### config.mk
export PLATFORM = sky130hd
export DESIGN_NAME = event_flag_scheduler
export DESIGN_NICKNAME = d
export VERILOG_FILES = /design/src/rtl/event_flag_scheduler_pkg.sv /design/src/rtl/event_flag_scheduler_rr_pick.sv /design/src/rtl/event_flag_scheduler.sv
export SDC_FILE = /design/constraint.sdc
export NUM_CORES = 1
export LEC_CHECK = 0
export BUFFER_PORTS_ARGS = -buffer_cell sky130_fd_sc_hd__buf_2
export CORE_MARGIN = 10
export CORE_UTILIZATION = 42
export CTS_CLUSTER_SIZE = 28
export DETAILED_ROUTE_END_ITERATION = 7
export GPL_TIMING_DRIVEN = 0
export PLACE_DENSITY = 0.68
export SLEW_MARGIN = 20
export SYNTH_ARGS = -nofsm -noshare
export SYNTH_HDL_FRONTEND = slang
export SYNTH_SLANG_ARGS = --single-unit
### constraint.sdc
create_clock -name clk -period 1.9 [get_ports clk]
set_input_delay 0.285 -clock clk [delete_from_list [all_inputs] [get_ports clk]]
set_output_delay 0.285 -clock clk [all_outputs]
set_load 0.02 [all_outputs]
### src/rtl/event_flag_scheduler_pkg.sv
// event_flag_scheduler_pkg: shared FSM encoding and width helper for the event flag scheduler
package event_flag_scheduler_pkg;
  typedef enum logic {ST_IDLE, ST_OFFER} state_t;
  function automatic int clog2(input int v);
    int w;
    w = 0;
    for (int i = 0; i < 31; i++) w = ((1 << i) < v) ? i + 1 : w;
    return w;
  endfunction
endpackage

### src/rtl/event_flag_scheduler_rr_pick.sv
// rr_pick: round-robin winner among candidates, searching upward from ptr+1 with wrap
module rr_pick import event_flag_scheduler_pkg::*; #(
  parameter int N = 4,
  localparam int IDW = clog2(N)
) (
  input  logic [N-1:0]   cand,
  input  logic [IDW-1:0] ptr,
  output logic           any,
  output logic [IDW-1:0] idx
);
  localparam logic [IDW:0] NW = (IDW + 1)'(N);
  logic [2*N-1:0] dbl;
  logic [N-1:0]   rot;
  logic [IDW:0]   start, first, sum;
  // rot[j] is candidate (ptr+1+j) mod N, so the lowest set bit is the winner
  always_comb begin
    dbl   = {cand, cand};
    start = {1'b0, ptr} + 1'b1;
    rot   = N'(dbl >> start);
    first = '0;
    for (int j = N - 1; j >= 0; j--) first = rot[j] ? (IDW + 1)'(j) : first;
    sum   = start + first;
    any   = |cand;
    idx   = IDW'((sum >= NW) ? sum - NW : sum);
  end
endmodule

### src/rtl/event_flag_scheduler.sv
// event_flag_scheduler: sticky event flags with overflow, offered round-robin over valid/ready
module event_flag_scheduler import event_flag_scheduler_pkg::*; #(
  parameter int N = 4,
  localparam int IDW = clog2(N)
) (
  input  logic           clk,
  input  logic           r,
  input  logic [N-1:0]   set_i,
  input  logic [N-1:0]   clr_i,
  input  logic [N-1:0]   mask_i,
  output logic           evt_valid,
  output logic [IDW-1:0] evt_id,
  input  logic           evt_ready,
  output logic [N-1:0]   pending_o,
  output logic [N-1:0]   ovf_o
);
  state_t         state_q;
  logic [N-1:0]   flag_q, flag_d, ovf_q, ovf_d, cons, cand;
  logic [IDW-1:0] rr_ptr_q, win;
  logic           any, xfer;
  // a set arriving with the consume of the same bit is a fresh event, not an overflow
  always_comb begin
    xfer   = evt_valid & evt_ready;
    cons   = xfer ? {{(N - 1){1'b0}}, 1'b1} << evt_id : '0;
    flag_d = ~clr_i & (set_i | (flag_q & ~cons));
    ovf_d  = ~clr_i & (ovf_q | (set_i & flag_q & ~cons));
    cand   = flag_q & ~mask_i;
  end
  rr_pick #(.N(N)) u_pick (.cand(cand), .ptr(rr_ptr_q), .any(any), .idx(win));
  // clearing the offered flag while unaccepted withdraws the offer
  always_ff @(posedge clk) begin
    if (r) begin
      flag_q    <= '0;
      ovf_q     <= '0;
      evt_valid <= 1'b0;
      evt_id    <= '0;
      rr_ptr_q  <= IDW'(N - 1);
      state_q   <= ST_IDLE;
    end else begin
      flag_q <= flag_d;
      ovf_q  <= ovf_d;
      if (state_q == ST_IDLE) begin
        if (any) begin
          evt_valid <= 1'b1;
          evt_id    <= win;
          state_q   <= ST_OFFER;
        end
      end else if (xfer) begin
        evt_valid <= 1'b0;
        rr_ptr_q  <= evt_id;
        state_q   <= ST_IDLE;
      end else if (clr_i[evt_id]) begin
        evt_valid <= 1'b0;
        state_q   <= ST_IDLE;
      end
    end
  end
  assign pending_o = flag_q;
  assign ovf_o     = ovf_q;
endmodule

* Yosys cells after proc, flatten, opt, wreduce, memory -nomap -nowiden
Index checks and enable logic that the tools add are counted.
** Word-level totals
- Register bits after elaboration :: 14
- Input bits :: 15
- Output and inout port bits :: 11
- Logic and storage cells :: 48
** Cells by class
- Add/sub/neg operators :: 3
- $lt $le $gt $ge :: 2
- Equal/unequal tests :: 1
- Shifts and indexed selects :: 2
- Muxes and demuxes :: 16
- Bitwise operators :: 13
- Reduce and logical (&&, ||, !) cells :: 5
** Operator list (count)
- 4-bit AND :: 6
- 4-bit NOT :: 3
- 1-bit 2-to-1 mux :: 9
- 3-bit 2-to-1 mux :: 3
- 4-bit bitwise OR :: 2
- 8-bit by 3-bit right shift with 4-bit output :: 1
- 2-bit AND reduction :: 3
- 2-bit 2-to-1 mux :: 2
- 4-bit 2-to-1 mux :: 1
- 4-bit OR reduction :: 1
- 1-bit by 2-bit left shift with 4-bit output, first input constant :: 1
- 2-bit by 1-bit adder with 3-bit output, second input constant :: 1
- 3-bit adder :: 1
- 3-bit >= comparator, second input constant :: 1
- 2-bit by 3-bit < comparator with 1-bit output, second input constant :: 1
- 3-bit by 1-bit != test with 1-bit output, second input constant :: 1
- 1-bit binary-select mux with 2-bit select :: 1
- 2-bit nonzero test :: 1
- 2-bit by 1-bit subtractor with 2-bit output, second input constant :: 1
- 1-bit AND :: 1
- 1-bit NOT :: 1

* Depth between registers and ports, before layout
Gate-level depths: netlist of the first run.
- Depth after elaboration :: 10
- Gate-level depth with buffers :: 10
- Gate-level depth less buffers :: 10

* Modules after synthesis
A second synthesis of the first run with hierarchy kept.
** Second synthesis, totals
- Cell total of the unflattened synthesis :: 83
- Area total of the unflattened synthesis :: 749.5 sq um
** By module, submodules not included
- event_flag_scheduler :: times used 1, cells each 57, area each 574.3 sq um, seq. area each 280.3 sq um
- rr_pick :: times used 1, cells each 26, area each 175.2 sq um, seq. area each 0.0 sq um

* Worst setup path before layout of the first run
No wires, ideal clock.
- Kind :: register -> register
- Start point :: register flag_q[3], in the netlist pending_o[3]
- End point :: register evt_id[1]
- Setup time :: 95 ps
- Arrival :: 1778 ps
- Data required time :: 1805 ps
- Path slack :: 26 ps
- Stages on the path, launching flop included :: 10
- Clock period less this slack :: 1874 ps
- Path through :: dfxtp_1 -> and2b_1 -> nor2_1 -> o21ai_0 -> o221ai_1 -> a21oi_1 -> ha_1 -> xnor2_1 -> nand3b_1 -> o311ai_1
** On the way
- Word-level cells in the longest chain between the ends :: 9
** Ends and longest elaborated chain
- from (decl) :: RTL line event_flag_scheduler.sv:18 : logic [N-1:0] flag_q, flag_d, ovf_q, ovf_d, cons, cand;
- from (signal assigned) :: RTL line event_flag_scheduler.sv:40 : flag_q <= flag_d;
- 4-bit AND (*) :: RTL line event_flag_scheduler.sv:27 : cand = flag_q & ~mask_i;
- 8-bit by 3-bit right shift with 4-bit output :: RTL line event_flag_scheduler_rr_pick.sv:19 : rot = N'(dbl >> start);
- 2-bit 2-to-1 mux :: RTL line event_flag_scheduler_rr_pick.sv:21 : for (int j = N - 1; j >= 0; j--) first = rot[j] ? (IDW + 1)'(j) : first;
- 3-bit 2-to-1 mux (3 in a row) :: RTL line event_flag_scheduler_rr_pick.sv:21
- 3-bit adder :: RTL line event_flag_scheduler_rr_pick.sv:22 : sum = start + first;
- 3-bit >= comparator or 2-bit by 1-bit subtractor with 2-bit output (tied branches) :: RTL line event_flag_scheduler_rr_pick.sv:24 : idx = IDW'((sum >= NW) ? sum - NW : sum);
- 2-bit 2-to-1 mux :: RTL line event_flag_scheduler_rr_pick.sv:24
- to (signal assigned) :: RTL line event_flag_scheduler.sv:45 : evt_id <= win;
- to (decl) :: RTL line event_flag_scheduler.sv:12 : output logic [IDW-1:0] evt_id,
Mark *: on every way between the ends. The rest lies on a longest branch, timed or not.
A chain may end at the register's enable or synchronous reset.

* Worst setup path in the final report of the first run
- Start point :: register flag_q[1], in the netlist pending_o[1]
- End point :: register evt_id[1]
Same word-level chain as after synthesis.

==> metrics.txt, run 1 <==
hold depth=2; Tcrit/Tclk final=between 90 and 100%; Core ar.=about 1700 um2; Clock Skew=around 0.0038 ns; global route overflow=0; crit-path cells=and2b_2, nor3_2, a31oi_1, o221ai_1, a21oi_1, ha_2, xnor2_2, nand3b_1, o311ai_2; vias in the first global route=just over 700; Antenna Violating Nets Remaining=0; Netlist cell types=31; fin crit period=around 1.8 ns; Buf+Inv Stages, Crit Path=0; P_leak=0.4544 nW; critical path class=reg2reg; Post-Synth XOR/XNOR Area=under 10%; Worst Hold Path EP=pending_o[1]$_SDFF_PP0_; Rows=15; Syn Inst Count=85; global placer's final weighted congestion=around 0.82; die height=approximately 62 um; CTS Buffer Depth=2; final count of hold timing violations=0; initial antenna violation count=0; PnR worst setup slack=between 0.05 and 0.06 ns; IO buf count=25; Finished Layout Cells=between 100 and 150; cell area power density=656.1 nW/um2; First-pass DRT Iterations=4; Global Route Usage Sum=around a tenth; CTS Sinks=14; Slew @ Worst Pin=roughly 0.42 ns; Synth Area in Adders=1.692%; depth of the worst register-to-register path=9; first-pass GRT wire length=a little under 3 mm; CP top delay family=compound AO/OA/AOI/OAI gates; clk root buf=clkbuf_4; CP Launch Type=register; cts bufs inserted=3; status=completed; Crit path largest cell delay=roughly 0.34 ns; worst reg2reg setup slack=0.05 ns; vias per cell=around 5.6; RR Endpoint=evt_id[1]$_SDFFE_PP0P_; Mapped Nets=a little over 100; synthesis-to-layout area growth=35.03%; register bit total from synthesis=14; drt wl/cell=about 14 um; Hold Path Origin=clr_i[1]; RR Startpoint=pending_o[1]$_SDFF_PP0_; fmax=approximately 540 MHz; Seq/Total Area, Yosys=a little under two fifths; Slew HR=between 70% and 80%; placed cell area=885.9 um2; Ant. Diodes=0; largest family of logic cells by synthesized area=compound AO/OA/AOI/OAI gates; Detailed Route WL=1.963 mm; max cap viols=0; final setup vio count=0; mean post-synth cell area=between 8 and 9 um2; Crit path required time=around 2.1 ns; Die Width=about 62 um; Fillers=between 100 and 150; synthesized cell area=739.5 um2; Worst-Skew Late Latency=0.27 ns; simple-gate portion of the synthesized area=roughly 25%; crit-path max FO=4; CTS tree=done; clock slew at reported path FFs=0.08 ns; RSZ-0062 raised after global routing=yes; worst vdd rail ir drop=approximately 0.53 mV; HPWL Detailed=about 1.5 mm; Post-layout nets=136; layout cells sized above 1=42.02%; YS warnings=0; worst slack at placement=-0.1586 ns; mux share of post-synthesis cell area=between 5 and 6%; # IOs=26; via count=about 770; Slew Limit Fails=0; Initial Utilization=between 40% and 50%; WP data arrival=about 2.0 ns; DR iter-0 viols=27; Worst setup EP type=register; dpl cells=roughly 130; Synth Area in Compound Gates=between 20% and 30%; die area=3839 um2; largest net degree at the start of global routing=11; htree depth=1; DRC viols=0; Hold Crit Class=in2reg; Final Cell Area=around 1000 um2; Slowest-stage cell, CP=dfxtp_2
## sequential cells by signal, indices dropped and copies added, names as in the netlist
register	flops
state_q	1
evt_id	2
ovf_o	4
evt_valid	1
pending_o	4
rr_ptr_q	2
## worst max-delay path by stage
stage	start	endpoint	slack, ns	cells past startpoint
after floorplan	pending_o[3]$_SDFF_PP0_	evt_id[1]$_SDFFE_PP0P_	0.03	9
after global placement	mask_i[3]	evt_id[1]$_SDFFE_PP0P_	-0.1	10
after detailed placement	mask_i[3]	evt_id[1]$_SDFFE_PP0P_	-0.16	10
after CTS	pending_o[1]$_SDFF_PP0_	evt_id[1]$_SDFFE_PP0P_	0.03	9
after global routing	pending_o[1]$_SDFF_PP0_	evt_id[1]$_SDFFE_PP0P_	-0.1	9
final	pending_o[1]$_SDFF_PP0_	evt_id[1]$_SDFFE_PP0P_	0.05	9
## cell usage in the layout, fill, tap and decap left out, drive strengths merged, types with 2 or more instances in the layout
cell / n
a21oi: 9
a31oi: 2
and2b: 4
buf: 31
clkbuf: 6
dfxtp: 14
inv: 2
mux2i: 2
nand2: 2
nand2b: 4
nand3: 3
nand3b: 2
nor2: 8
nor3: 9
o2111ai: 4
o21a: 3
## Yosys cell counts
cell type / number / area share, %
a211oi_1: 1 / 1.0
a21boi_0: 1 / 1.0
a21o_1: 1 / 1.0
a21oi_1: 7 / 4.7
a21oi_2: 2 / 2.4
a31oi_1: 2 / 1.7
and2b_1: 4 / 4.1
buf_2: 1 / 0.68
clkbuf_1: 2 / 1.0
dfxtp_1: 14 / 38
ha_1: 1 / 1.7
inv_1: 2 / 1.0
mux2i_1: 2 / 2.7
mux4_2: 1 / 3.0
nand2_1: 2 / 1.0
nand2b_1: 4 / 3.4
nand3_1: 3 / 2.0
nand3b_1: 2 / 2.0
nand4_1: 1 / 0.85
nor2_1: 8 / 4.1
nor3_1: 9 / 6.1
o2111ai_1: 4 / 4.7
o211ai_1: 1 / 1.0
o21a_1: 3 / 3.0
o21ai_0: 1 / 0.68
o221ai_1: 1 / 1.2
o311ai_1: 1 / 1.2
o31a_2: 1 / 1.4
o31ai_1: 1 / 1.0
or3b_1: 1 / 1.2
xnor2_1: 1 / 1.2
## logic make-up (layout without fill, tap and decap cells)
kind of cell	Yosys count	after routing
mux	3	3
xor+xnor	1	1
fa+ha+maj	1	1
flops	14	14
buf+inv	5	39
compound gates	27	27
simple gates	34	34
## worst reg2reg max path, cell delays in order, from the launching register on
cell      delay, ns
dfxtp_2        0.34
and2b_2        0.24
nor3_2         0.17
a31oi_1        0.06
o221ai_1       0.18
a21oi_1        0.07
ha_2           0.22
xnor2_2        0.14
nand3b_1       0.10
o311ai_2       0.26
## stage by stage
stage | TNS, ns | total power [mW] | hold slack, ns | utilization, %
after floorplan | 0 | 0.3996 | 0.3643 | -
after global placement | -0.09931 | 0.4425 | 0.4855 | 52.44
after detailed placement | -0.1586 | 0.4452 | 0.4919 | 52.44
after CTS | 0 | 0.6522 | 0.1969 | 55.19
after global routing | -0.09910 | 0.6941 | 0.1880 | 59.11
final | 0 | 0.6551 | 0.1991 | 59.11
## layer usage
| metal | up-vias | global-route usage, % | wire length [um] |
|---|---|---|---|
| li1 | 389 | - | - |
| met1 | 352 | 11.51 | 840 |
| met2 | 21 | 16.08 | 998 |
| met3 | 4 | 4.065 | 96 |
| met4 | 0 | 4.140 | 27 |
| met5 | - | 0 | 0 |
## final cells by class
cell class              instances  area [um2]  area share, %
inverters                       2       7.507         0.7519
clock buffers                   4       36.28          3.634
well taps                      17       21.27          2.130
repair buffers                 30       162.7          16.29
multi-input cells              66       475.5          47.62
plain buffers                   3       12.51          1.253
flip-flops and latches         14       282.8          28.32
## timing repair
item / CTS / global route
buffers inserted: 1 / 4
hold buffers: 0 / 0
setup endpoints to repair: 1 / 1
pin swaps: 1 / 3
gates resized for setup: 1 / 11
## power breakdown
group	switching (mW)	leakage [nW]	internal (mW)
Clock	0.0895	0.0210	0.116
Combinational	0.0659	0.318	0.0575
Sequential	0.0180	0.115	0.308
No activity file was read; power rests on OpenSTA's default activity.
==> inputs of run 2 (changes only) <==
- CORE_ASPECT_RATIO: unset -> 1.25
==> run 2 against run 1 <==
Setup slack got worse by 0.038 ns. Flip-flop and latch count unchanged. Critical path depth decreased by 1. Design area increased by 1.3%. Clock power decreased by 19%. Critical path type unchanged. Core utilization increased by 3.2 points. Combinational power increased by 6%. Via count increased by 3.8%. Cell count increased by 0.74%. Hold slack got worse by 0.012 ns. Routed wire length increased by 7.3%. Highest routed layer unchanged.
==> metrics.txt, run 2 (synthesized netlist as in run 1, its figures left out) <==
status=completed; synthesis-to-layout area growth=36.72%; final setup vio count=0 (unchanged); Tcrit/Tclk final=99.15% (+2.0 points); crit-path cells=and2b_2, buf_4, o31ai_2, a21oi_2, ha_2, xnor2_2, nand3b_1, o311ai_2; final count of hold timing violations=0 (unchanged); Slew @ Worst Pin=0.4378 ns (+0.01572 ns); RSZ-0062 raised after global routing=yes; via count=795 (+3.8%); crit-path max FO=4 (unchanged); First-pass DRT Iterations=4 (unchanged); CTS tree=done; WP data arrival=2.07 ns (+0.04 ns); Net Sw Power=0.1807 mW (+4.2%); CP Launch Type=register; hold depth=2 (unchanged); Buf+Inv Stages, Crit Path=1 (+1); CTS Sinks=14 (unchanged); Worst-Skew Late Latency=0.28 ns (about the same); depth of the worst register-to-register path=8 (-1); die area=3849 um2 (+0.27%); Antenna Violating Nets Remaining=0 (unchanged); Die Width=57.53 um (-7.1%); max cap viols=0 (unchanged); commonest non-fill, non-tap cells in the layout=buf_2 (25), dfxtp_1 (12), nor3_1 (9); htree depth=1 (unchanged); drt wl/cell=15.38 um (+6.6%); Slew Limit Fails=0 (unchanged); vias per cell=5.803 (+3.0%); Crit path required time=2.08 ns (about the same); RR Startpoint=pending_o[3]$_SDFF_PP0_; Switching Share=29.07% (+2.6 points); worst vdd rail ir drop=0.3937 mV (-25%); Crit path largest cell delay=0.34 ns (about the same); Clk network pwr share=26.6% (-4.8 points); clock slew at reported path FFs=0.08 ns (about the same); cts bufs inserted=3 (unchanged); Util after Layout=62.35% (+3.2 points); Slew HR=70.81% (-1.0 points); Comb pwr share=20.8% (+2.0 points); critical path class=reg2reg; Rows=16 (+1); vias in the first global route=787 (+9.5%); Hold Crit Class=in2reg; P_leak=0.4613 nW (+1.5%); fmax=530.8 MHz (-2.0%); layout cells sized above 1=43.70% (+1.7 points); Worst setup EP type=register; worst reg2reg setup slack=0.02 ns (-0.04 ns); first-pass GRT wire length=3.588 mm (+24%); global placer's final weighted congestion=0.7797 (-4.6%); power share of the sequential group=52.5% (+2.8 points); DRC viols=0 (unchanged); RR Endpoint=evt_id[1]$_SDFFE_PP0P_; clk root buf=clkbuf_4; most common cell after layout, fill and taps aside=buf_2; Fillers=145 (-2.7%); global route overflow=0 (unchanged); Clock Skew=0.001304 ns (-0.002464 ns); DR iter-0 viols=15 (-44%); Slowest-stage cell, CP=dfxtp_2; fin crit period=1.884 ns (+0.03757 ns); HPWL Detailed=1.482 mm (-3.8%); Global Route Usage Sum=11.39% (+1.4 points); internal power=0.4409 mW (-8.4%); initial antenna violation count=0 (unchanged); Hold Path Origin=clr_i[1]; die height=66.91 um (+8.0%); IO buf count=25 (unchanged); Detailed Route WL=2.107 mm (+7.3%); Initial Utilization=45.60% (+1.8 points); PnR worst setup slack=0.01616 ns (-0.03757 ns); Ant. Diodes=0 (unchanged); Core ar.=1622 um2 (-4.0%); Post-layout nets=137 (+0.74%); cell area power density=614.9 nW/um2 (-6.3%); Worst Hold Path EP=pending_o[1]$_SDFF_PP0_; # IOs=26 (unchanged); final hold slack=0.1872 ns (-0.01186 ns); worst slack at placement=-0.1949 ns (-0.03633 ns); largest net degree at the start of global routing=11 (unchanged); CP top delay family=compound AO/OA/AOI/OAI gates; CTS Buffer Depth=2 (unchanged); Post-CTS Hold Buffers=0 (unchanged); setup TNS=0 ns (unchanged)
## run 2: what timing repair did
| item | in CTS | in global routing |
|---|---|---|
| endpoints found under the setup margin | 1 | 2 |
| pin swaps | 3 | 3 |
| gates cloned | 0 | 0 |
| buffers inserted | 3 | 3 |
| gates resized for setup | 8 | 9 |
## run 2: metrics by stage
stage,area (um2),cells,power [mW]
global route,1011,137,0.6510
floorplan,739.5,85,0.3996
CTS,962.2,134,0.6163
finish,1011,137,0.6216
global placement,887.1,128,0.4434
detailed placement,887.1,128,0.4447
## run 2: worst max path at each step
stage                                 start                     end  slack, ns  cells past startpoint
floorplan           pending_o[3]$_SDFF_PP0_  evt_id[1]$_SDFFE_PP0P_       0.03                      9
global placement                  mask_i[3]  evt_id[1]$_SDFFE_PP0P_      -0.17                     10
detailed placement                mask_i[3]  evt_id[1]$_SDFFE_PP0P_      -0.19                     10
CTS                 pending_o[1]$_SDFF_PP0_  evt_id[1]$_SDFFE_PP0P_       0.01                      9
global route        pending_o[1]$_SDFF_PP0_  evt_id[1]$_SDFFE_PP0P_      -0.17                      9
finish              pending_o[3]$_SDFF_PP0_  evt_id[1]$_SDFFE_PP0P_       0.02                      8
## run 2: power groups by stage
stage          Sequential, mW  Combinational, mW  Clock, mW
3_5_place_dp            0.332              0.112          0
4_1_cts                 0.326              0.121      0.170
5_1_grt                 0.330              0.143      0.179
3_3_place_gp            0.332              0.111          0
2_1_floorplan           0.342             0.0575          0
6_report                0.326              0.130      0.166
## run 2: area by class of cell
class	instances	area, um2	area share [%]
Inverter	2	7.507	0.7426
Sequential cell	14	282.8	27.97
Buffer	3	15.01	1.485
Timing Repair Buffer	31	170.2	16.83
Multi-Input combinational cell	66	490.5	48.51
Tap cell	18	22.52	2.228
Clock buffer	3	22.52	2.228
## run 2: layer usage
metal / global-route usage (%) / vias up / wire length (um)
met5: 0 / - / 0
met4: 6.765 / 0 / 25
met3: 2.846 / 4 / 113
met2: 17.88 / 28 / 1057
met1: 13.54 / 369 / 910
li1: - / 394 / -
==> inputs of run 3 (changes only) <==
- CORE_UTILIZATION: 42 -> 35
- PLACE_DENSITY: 0.68 -> 0.58
- REMOVE_ABC_BUFFERS: unset -> 1
==> run 3 against run 2 <==
Critical path depth grew 2. Sequential share of layout area grew 1.2 points. Flip-flop and latch count is the same. Non-clock buffer count shrank 5. Setup slack gained 0.047 ns. Cell count shrank 2.2%. Highest routed layer unchanged. Design area shrank 4.2%. Maximum frequency grew 2.6%.
==> metrics.txt, run 3 (synthesized netlist as in run 1, its figures left out) <==
Final Cell Area=968.4 um2 (-4.2%); vias in the first global route=737 (-6.4%); max cap viols=0 (unchanged); FF+latch area=282.8 um2 (unchanged); synthesis-to-layout area growth=30.96%; final setup vio count=0 (unchanged); PnR worst setup slack=0.06318 ns (+0.04702 ns); drt wl/cell=14.65 um (-4.7%); Antenna Violating Nets Remaining=0 (unchanged); crit-path max FO=5 (+1); # IOs=26 (unchanged); Global Route Usage Sum=9.289% (-2.1 points); via count=760 (-4.4%); worst vdd rail ir drop=0.4021 mV (+2.1%); Hold Path Origin=clr_i[1]; Finished Layout Cells=134 (-2.2%); critical path class=reg2reg; vias per cell=5.672 (-2.3%); fmax=544.4 MHz (+2.6%); M2 GR Usage=13.86% (-4.0 points); fin crit period=1.837 ns (-0.04702 ns); HPWL Detailed=1.518 mm (+2.4%); htree depth=1 (unchanged); global route overflow=0 (unchanged); cts bufs inserted=3 (unchanged); Fillers=206 (+42%); First-pass DRT Iterations=3 (-1); first-pass GRT wire length=3.243 mm (-9.6%); final count of hold timing violations=0 (unchanged); Worst Hold Path EP=pending_o[1]$_SDFF_PP0_; clk root buf=clkbuf_4; dpl cells=127 (-0.78%); WP data arrival=1.98 ns (-0.09 ns); routing usage on met1=11.61% (-1.9 points); CP Launch Type=register; layout cells sized above 1=41.23% (-2.5 points); Hold Crit Class=in2reg; die area=4363 um2 (+13%); placed cell area=877.1 um2 (-1.1%); worst reg2reg setup slack=0.06 ns (+0.05 ns); Slew HR=77.28% (+6.5 points); met3 Track Usage GR=3.351% (+0.50 points); IO buf count=25 (unchanged); RR Startpoint=pending_o[1]$_SDFF_PP0_; DR iter-0 viols=10 (-5); CTS Buffer Depth=2 (unchanged); hold depth=2 (unchanged); Worst-Skew Late Latency=0.27 ns (about the same); Die Width=61.11 um (+6.2%); Core ar.=2004 um2 (+24%); initial antenna violation count=0 (unchanged); worst slack at placement=-0.1605 ns (+0.03436 ns); P_leak=0.4387 nW (-4.9%); DRC viols=0 (unchanged); Detailed Route WL=1.963 mm (-6.8%); most common cell after layout, fill and taps aside=buf_2; Clock Skew=0.003623 ns (+0.002319 ns); Post-layout nets=132 (-3.6%); Rows=18 (+2); CTS tree=done; largest net degree at the start of global routing=16 (+5); Worst setup EP type=register; Tcrit/Tclk final=96.67% (-2.5 points); cell area power density=625.8 nW/um2 (+1.8%); Ant. Diodes=0 (unchanged); RR Endpoint=evt_id[1]$_SDFFE_PP0P_; Slew @ Worst Pin=0.3403 ns (-0.09750 ns); status=completed; Initial Utilization=36.89% (-8.7 points); Crit path required time=2.05 ns (-0.03 ns); commonest non-fill, non-tap cells in the layout=buf_2 (25), dfxtp_1 (12), nor3_1 (8), a21oi_1 (7), nor2_1 (6); die height=71.39 um (+6.7%); global placer's final weighted congestion=0.7662 (-1.7%); depth of the worst register-to-register path=10 (+2); CTS Sinks=14 (unchanged); Slew Limit Fails=0 (unchanged); most used routing layer=met2; clock slew at reported path FFs=0.08 ns (about the same); multi-input logic area=475.5 um2 (-3.1%)
==> run 3: changes by cell type in the layout (fill, tap and decap cells not counted), sizes merged <==
cell,previous run,this run
buf,31,29
clkbuf,6,3
==> run 3: power by group <==
group / total, mW / internal [mW] / switching, mW
Clock: 0.160 / 0.0732 / 0.0867
Combinational: 0.118 / 0.0550 / 0.0630
Sequential: 0.328 / 0.308 / 0.0203
==> run 3: routing by layer <==
layer / share of wire (%) / wire length (um)
met5: 0 / 0
met1: 46 / 908
met3: 6.2 / 121
met2: 46 / 912
met4: 1.0 / 20
==> run 3: area by class of cell <==
cell class / count / area share, %
timing repair buffer: 29 / 16.02
inverter: 2 / 0.7752
clock buffer: 3 / 2.326
tap: 20 / 2.584
multi-input combinational: 66 / 49.10
sequential: 14 / 29.20
==> run 3: how the worst max path moves through the flow <==
stage | cells after the start | endpoint | start | slack [ns]
2_1_floorplan | 9 | evt_id[1]$_SDFFE_PP0P_ | pending_o[3]$_SDFF_PP0_ | 0.03
3_3_place_gp | 10 | evt_id[1]$_SDFFE_PP0P_ | mask_i[3] | -0.16
3_5_place_dp | 10 | evt_id[1]$_SDFFE_PP0P_ | mask_i[3] | -0.16
4_1_cts | 9 | evt_id[1]$_SDFFE_PP0P_ | pending_o[1]$_SDFF_PP0_ | 0.02
5_1_grt | 9 | evt_id[1]$_SDFFE_PP0P_ | pending_o[1]$_SDFF_PP0_ | -0.02
6_report | 10 | evt_id[1]$_SDFFE_PP0P_ | pending_o[1]$_SDFF_PP0_ | 0.06
==> run 3: metrics by stage <==
stage,hold WS (ns),TNS (ns),power [mW],utilization (%)
4_1_cts,0.1985,0,0.6076,45.82
5_1_grt,0.2022,-0.02106,0.6427,48.31
3_3_place_gp,0.4895,-0.1550,0.4420,43.76
2_1_floorplan,0.3578,0,0.3967,-
6_report,0.2027,0,0.6060,48.31
3_5_place_dp,0.4933,-0.1605,0.4435,43.76
==> run 3: worst max-delay path: stages (launching register included) <==
cell	delay [ns]
dfxtp_2	0.33
and2b_2	0.23
nor3_2	0.06
a31oi_1	0.15
o221ai_1	0.12
a21oi_1	0.18
ha_2	0.21
xnor2_2	0.12
nor2_1	0.06
o211ai_1	0.12
o311ai_2	0.13
==> run 3: what timing repair did <==
item,4_1_cts,5_1_grt
setup endpoints to repair,1,1
endpoints found under the hold margin,0,0
setup buffers,1,3
pin swaps,1,4
resized for setup,3,9
gates cloned,0,0
hold buffers,0,0
